`config.mk`:
```
export PLATFORM = sky130hd
export DESIGN_NAME = conv_coeff_loader
export DESIGN_NICKNAME = d
export VERILOG_FILES = /design/src/rtl/conv_coeff_loader.sv
export SDC_FILE = /design/constraint.sdc
export NUM_CORES = 1
export LEC_CHECK = 0
export BUFFER_PORTS_ARGS = -buffer_cell sky130_fd_sc_hd__buf_2
export CAP_MARGIN = 30
export CORE_MARGIN = 8
export CORE_UTILIZATION = 60
export CTS_BUF_LIST = sky130_fd_sc_hd__clkbuf_4 sky130_fd_sc_hd__clkbuf_8 sky130_fd_sc_hd__clkbuf_16
export DETAILED_ROUTE_END_ITERATION = 16
export GPL_TIMING_DRIVEN = 0
export PLACE_DENSITY_LB_ADDON = 0.12
export SETUP_SLACK_MARGIN = 0.05
export SLEW_MARGIN = 20
export SYNTH_ARGS = -nofsm -noshare
export SYNTH_HDL_FRONTEND = slang
export SYNTH_SLANG_ARGS = --single-unit
```
`constraint.sdc`:
```
create_clock -name clk -period 5.7 [get_ports clk]
set_clock_uncertainty 0.05 [all_clocks]
set_input_delay 0 -clock clk [delete_from_list [all_inputs] [get_ports clk]]
set_output_delay 0 -clock clk [all_outputs]
set_load 0.01 [all_outputs]
```
`src/rtl/conv_coeff_loader.sv`:
```
// Shadow/active kernel banks for the 3x3 convolution; the active bank is streamed one coefficient per clock
// from the first cycle of every vs_i-high window. Define CONV_PRESET_EN to build in the preset kernel ROM.
module conv_coeff_loader #(
    parameter int CW    = 9,
    parameter int NCOEF = 9
) (
    input  logic          clk,
    input  logic          rst,
    input  logic          vs_i,
    input  logic          wr_valid_i,
    output logic          wr_ready_o,
    input  logic [3:0]    wr_addr_i,
    input  logic [CW-1:0] wr_data_i,
    input  logic          commit_i,
    input  logic [1:0]    preset_sel_i,
    input  logic          preset_ld_i,
    output logic [CW-1:0] coeff_o,
    output logic          load_done_o,
    output logic          pending_o,
    output logic          abort_o
);
    localparam int IW     = $clog2(NCOEF + 1);
    localparam int CENTER = NCOEF / 2;

    typedef enum logic [1:0] {
        S_IDLE   = 2'd0,
        S_STREAM = 2'd1,
        S_HOLD   = 2'd2
    } state_t;

    state_t        r_state;
    state_t        w_state_nx;
    logic [IW-1:0] r_idx;
    logic [IW-1:0] w_idx_nx;
    logic [IW-1:0] w_idx_inc;
    logic [CW-1:0] r_coeff;
    logic [CW-1:0] w_coeff_nx;
    logic          r_done;
    logic          w_done_nx;
    logic          r_abort;
    logic          w_abort_nx;
    logic          r_pending;
    logic          r_armed;
    logic [CW-1:0] r_shadow [NCOEF];
    logic [CW-1:0] r_active [NCOEF];
    logic          w_addr_ok;
    logic          w_wr_acc;
    logic          w_apply;

    function automatic logic [CW-1:0] identity_coeff(input int k);
        return (k == CENTER) ? CW'(32'd1) : '0;
    endfunction

`ifdef CONV_PRESET_EN
    logic w_preset_acc;

    function automatic logic [CW-1:0] preset_coeff(input logic [1:0] sel, input int k);
        logic          is_center;
        logic          is_cross;
        logic [CW-1:0] v;
        is_center = (k == CENTER);
        is_cross  = (k == CENTER - 3) || (k == CENTER - 1) || (k == CENTER + 1) || (k == CENTER + 3);
        case (sel)
            2'd0:    v = is_center ? CW'(32'd1) : '0;
            2'd1:    v = CW'(32'd1);
            2'd2:    v = is_center ? CW'(32'd5) : (is_cross ? {CW{1'b1}} : '0);
            2'd3:    v = is_center ? CW'(-32'sd4) : (is_cross ? CW'(32'd1) : '0);
            default: v = '0;
        endcase
        return v;
    endfunction

    assign w_preset_acc = preset_ld_i & ~r_pending;
`else
    logic w_unused_preset;
    assign w_unused_preset = ^{preset_sel_i, preset_ld_i};
`endif

    assign w_addr_ok = ({28'd0, wr_addr_i} < 32'(NCOEF));
    assign w_wr_acc  = wr_valid_i & ~r_pending & w_addr_ok;
    // The shadow bank is frozen while a commit waits, so the apply copies exactly what was committed.
    assign w_apply   = (r_state == S_IDLE) & ~vs_i & r_pending;
    assign w_idx_inc = r_idx + IW'(1);

    // Shadow takes host writes or presets; active is refreshed from shadow only between frames.
    always_ff @(posedge clk or negedge rst) begin
        if (!rst) begin
            for (int k = 0; k < NCOEF; k++) begin
                r_shadow[k] <= identity_coeff(k);
                r_active[k] <= identity_coeff(k);
            end
        end else begin
`ifdef CONV_PRESET_EN
            if (w_preset_acc) begin
                for (int k = 0; k < NCOEF; k++) begin
                    r_shadow[k] <= preset_coeff(preset_sel_i, k);
                end
            end else
`endif
            if (w_wr_acc) begin
                r_shadow[wr_addr_i] <= wr_data_i;
            end
            if (w_apply) begin
                for (int k = 0; k < NCOEF; k++) begin
                    r_active[k] <= r_shadow[k];
                end
            end
        end
    end

    // Commit bookkeeping, and arming so a window already open at reset release is never streamed.
    always_ff @(posedge clk or negedge rst) begin
        if (!rst) begin
            r_pending <= 1'b0;
            r_armed   <= 1'b0;
        end else begin
            if (w_apply) begin
                r_pending <= 1'b0;
            end else if (commit_i) begin
                r_pending <= 1'b1;
            end
            if (!vs_i) begin
                r_armed <= 1'b1;
            end
        end
    end

    // Sequencer state and registered outputs.
    always_ff @(posedge clk or negedge rst) begin
        if (!rst) begin
            r_state <= S_IDLE;
            r_idx   <= '0;
            r_coeff <= '0;
            r_done  <= 1'b0;
            r_abort <= 1'b0;
        end else begin
            r_state <= w_state_nx;
            r_idx   <= w_idx_nx;
            r_coeff <= w_coeff_nx;
            r_done  <= w_done_nx;
            r_abort <= w_abort_nx;
        end
    end

    // Next-state logic: coefficient k is registered one cycle ahead so it is on coeff_o in vs cycle k.
    always_comb begin
        w_state_nx = r_state;
        w_idx_nx   = r_idx;
        w_coeff_nx = r_coeff;
        w_done_nx  = 1'b0;
        w_abort_nx = r_abort;
        case (r_state)
            S_IDLE: begin
                w_idx_nx   = '0;
                w_coeff_nx = w_apply ? r_shadow[0] : r_active[0];
                if (vs_i && r_armed) begin
                    w_state_nx = S_STREAM;
                    w_idx_nx   = IW'(1);
                    w_coeff_nx = r_active[1];
                end else begin
                    w_state_nx = S_IDLE;
                end
            end
            S_STREAM: begin
                if (!vs_i) begin
                    w_abort_nx = 1'b1;
                    w_state_nx = S_IDLE;
                    w_idx_nx   = '0;
                    w_coeff_nx = r_active[0];
                end else if (r_idx == IW'(NCOEF - 1)) begin
                    w_abort_nx = 1'b0;
                    w_state_nx = S_HOLD;
                    w_idx_nx   = '0;
                    w_coeff_nx = '0;
                end else begin
                    w_idx_nx   = w_idx_inc;
                    w_coeff_nx = r_active[w_idx_inc];
                    w_done_nx  = (w_idx_inc == IW'(NCOEF - 1));
                end
            end
            S_HOLD: begin
                w_coeff_nx = '0;
                if (!vs_i) begin
                    w_state_nx = S_IDLE;
                    w_coeff_nx = r_active[0];
                end else begin
                    w_state_nx = S_HOLD;
                end
            end
            default: begin
                w_state_nx = S_IDLE;
                w_idx_nx   = '0;
                w_coeff_nx = '0;
            end
        endcase
    end

    assign coeff_o     = r_coeff;
    assign load_done_o = r_done;
    assign pending_o   = r_pending;
    assign abort_o     = r_abort;
    assign wr_ready_o  = ~r_pending;

endmodule
```
==> flow_summary.json <==
{
  "status": "complete, no violations",
  "wl_met1_um": 7720,
  "setup_viol": 0,
  "tns_ps": 0,
  "synth_area_leaders": "dfrtp_1, mux2_2, mux4_2",
  "fin_crit_sh": 0.488,
  "ios": 34,
  "synth_area_um2": 7880,
  "p_switching_mw": 1.43,
  "grt_pass1_wl_um": 27100,
  "via_count": 4642,
  "layout_common_cells": "dfrtp_1, mux2_2, buf_2, nand3_1, mux4_2",
  "cts_tree": "yes",
  "layout_commonest_cell": "dfrtp_1",
  "synthCells": 517,
  "cts.htree.levels": 4,
  "p_per_area_nw_per_um2": 534,
  "p_leak_nw": 4.24,
  "holdCritStartpoint": "wr_addr_i[2]",
  "drv_cap": 0,
  "drive_gt1_frac": 0.486,
  "yosysTopAreaCell": "dfrtp_1",
  "first_pass_iters": 5,
  "ys_warn_count": 0,
  "grt_use_total": 0.216,
  "instances_no_fill": 765,
  "worst_pin_slew_ps": 929,
  "p_sw_frac": 0.296,
  "async_reset_ff_frac": 1.00,
  "antenna_found_initial": 0,
  "clock_sinks": 181,
  "cp_max_fo": 10,
  "path_buf_inv": 5,
  "cp_slowest_stage_delay_ps": 410,
  "die_height_um": 131,
  "criticalPathCategory": "reg -> reg",
  "relSlewSlack": 0.377,
  "cp.arrival_ps": 3000,
  "register_area_um2": 4530,
  "vias_per_cell": 6.07,
  "cts_root_buf": "clkbuf_16",
  "reg2reg_to": "coeff_o[2]$_DFF_PN0_",
  "areaGrowthSynthToFinish_pct": 14.7,
  "r2r_slack_ps": 2920,
  "hold_end": "r_shadow[47]$_DFFE_PN0P_",
  "port-buffer-count": 29,
  "ff2ff_path_depth": 9,
  "setup_slack_ps": 2920,
  "nNetsFinal": 606,
  "grt_overflow": 0,
  "synth.distinct_cells": 47,
  "required_ps": 5920,
  "path_cells": "buf_4, buf_6, inv_1, ha_1, buf_4, buf_2, mux4_2, nand3_1, nand4_1",
  "clk_pin_slew_ps": 60,
  "path_common_cell": "buf_4",
  "dieArea_um2": 17100,
  "synth_seq_cells": 181,
  "power_frac_seq": 0.435,
  "clockBufferDepth": 2,
  "initial_core_util": 0.605,
  "fmax_ghz": 0.359,
  "startpoint_type": "flip-flop",
  "cp_top_family": "buffers and inverters",
  "coreArea_um2": 13000,
  "route.detailed.drc": 0,
  "synth_edf_count": 0,
  "cts-buffers-inserted": 17,
  "critPathSlowestCell": "ha_1",
  "dr_wl_met3_um": 790,
  "power.internal_mw": 3.40,
  "final_hold_viol_count": 0,
  "peakVddDrop_v": 0.000260,
  "routedWlPerCell_um": 22.1,
  "place_inst": 723,
  "dpl.hpwl_um": 11200,
  "clk_latency_ps": 430,
  "cts_resized": 0,
  "drt_wl_total_um": 16900,
  "maxUsedRoutingLayer": "met4",
  "period_minus_slack_ps": 2780,
  "ys_seq_area_frac": 0.575,
  "antenna_cells": 0,
  "grt_pass1_vias": 4867,
  "p_clk_frac": 0.258,
  "hp-class": "in -> reg",
  "multiInputGateArea_um2": 3180,
  "place_ws_ps": 2890,
  "rows": 42,
  "grt_max_degree": 97,
  "rsz0062_at_grt": "false",
  "r2r_start": "r_idx[0]$_DFFE_PN0P_",
  "die_x_um": 131,
  "ant_nets": 0,
  "combPwrFrac": 0.306,
  "fillers": 922,
  "drt_iter0_drc": 355,
  "synth_flop_cell": "dfrtp_1",
  "wl_met2_um": 8080,
  "netlist.area_leader.share": 0.568,
  "endpoint_kind": "flip-flop",
  "report.final.slew_viol_count": 0,
  "routabilityCongestion": 0.809,
  "hold_depth": 3,
  "syn-mean-instance-area_um2": 15.2,
  "syn_nets": 545
}
## kinds of logic (layout without fill, tap and decap cells)
logic type / after synthesis / count (layout) / synth area share
AOI/OAI and AO/OA: 26 / 26 / 0.0298
xor gates and xnor gates: 1 / 1 / 0.00111
adders and majority gates: 7 / 7 / 0.0111
buffers and inverters: 30 / 102 / 0.0219
DFF: 181 / 181 / 0.575
muxes: 189 / 189 / 0.296
and+or+nand+nor: 83 / 83 / 0.0655
## tightest hold or removal path, cell delays in order
cell	delay [ps]
buf_2	130
nor3_4	120
mux2_2	240
## Yosys cell counts, types with 3 or more instances
| master | count |
|---|---|
| ha_1 | 7 |
| nand4_1 | 10 |
| inv_1 | 8 |
| dfrtp_1 | 179 |
| nand2b_1 | 3 |
| nand2_1 | 10 |
| mux4_2 | 18 |
| a222oi_1 | 9 |
| nand3_1 | 30 |
| nor3b_1 | 3 |
| buf_6 | 4 |
| nor2_1 | 4 |
| mux2_2 | 169 |
| buf_4 | 4 |
| buf_2 | 11 |
| o21ai_0 | 7 |
## per-layer routing
layer  global-route usage  vias up
met3               0.0373       25
li1                     -     2044
met1                0.296     2443
met5                    0        -
met4               0.0851        0
met2                0.338      130
## what timing repair did
action / CTS / global route
hold buffers: 12 / 0
setup buffers: 0 / 0
endpoints found under the hold margin: 171 / 0
## area by class of cell
type	count	share of cell area
Multi-Input combinational cell	306	0.352
Tap cell	176	0.0244
Clock inverter	7	0.0161
Timing Repair Buffer	42	0.0335
Inverter	9	0.00374
Sequential cell	181	0.501
Buffer	21	0.0154
Clock buffer	23	0.0534
## stage by stage
step | utilization | cell area, um^2 | hold WS (ps) | total power [mW]
6_report | 0.694 | 9040 | 47.1 | 4.83
5_1_grt | 0.694 | 9040 | 54.5 | 5.07
4_1_cts | 0.694 | 9040 | 36.1 | 4.85
3_5_place_dp | 0.636 | 8290 | -5.86 | 3.59
3_3_place_gp | 0.633 | 8250 | 166 | 3.49
2_1_floorplan | - | 7880 | -346 | 3.14
## registers in the layout, summed over array words and instances (netlist names)
register / count
coeff_o: 9
r_armed: 1
pending_o: 1
load_done_o: 1
r_active: 81
r_shadow: 81
r_state: 2
r_idx: 4
abort_o: 1
## power groups by stage
stage                     clock network (mW)  logic [mW]  registers, mW
after floorplan                            0        1.13           2.01
after global placement                     0        1.41           2.08
after detailed placement                   0        1.47           2.12
after CTS                               1.26        1.49           2.10
after global routing                    1.31        1.59           2.16
final                                   1.25        1.48           2.10
## worst max path at each step
stage,startpoint,to,depth (start not counted)
2_1_floorplan,r_idx[0]$_DFFE_PN0P_,coeff_o[1]$_DFF_PN0_,9
3_3_place_gp,rst,r_shadow[25]$_DFFE_PN0P_,1
3_5_place_dp,r_idx[0]$_DFFE_PN0P_,coeff_o[2]$_DFF_PN0_,9
4_1_cts,r_idx[0]$_DFFE_PN0P_,coeff_o[2]$_DFF_PN0_,9
5_1_grt,r_idx[0]$_DFFE_PN0P_,coeff_o[2]$_DFF_PN0_,9
6_report,r_idx[0]$_DFFE_PN0P_,coeff_o[2]$_DFF_PN0_,9
(Power assumes the default switching activity.)
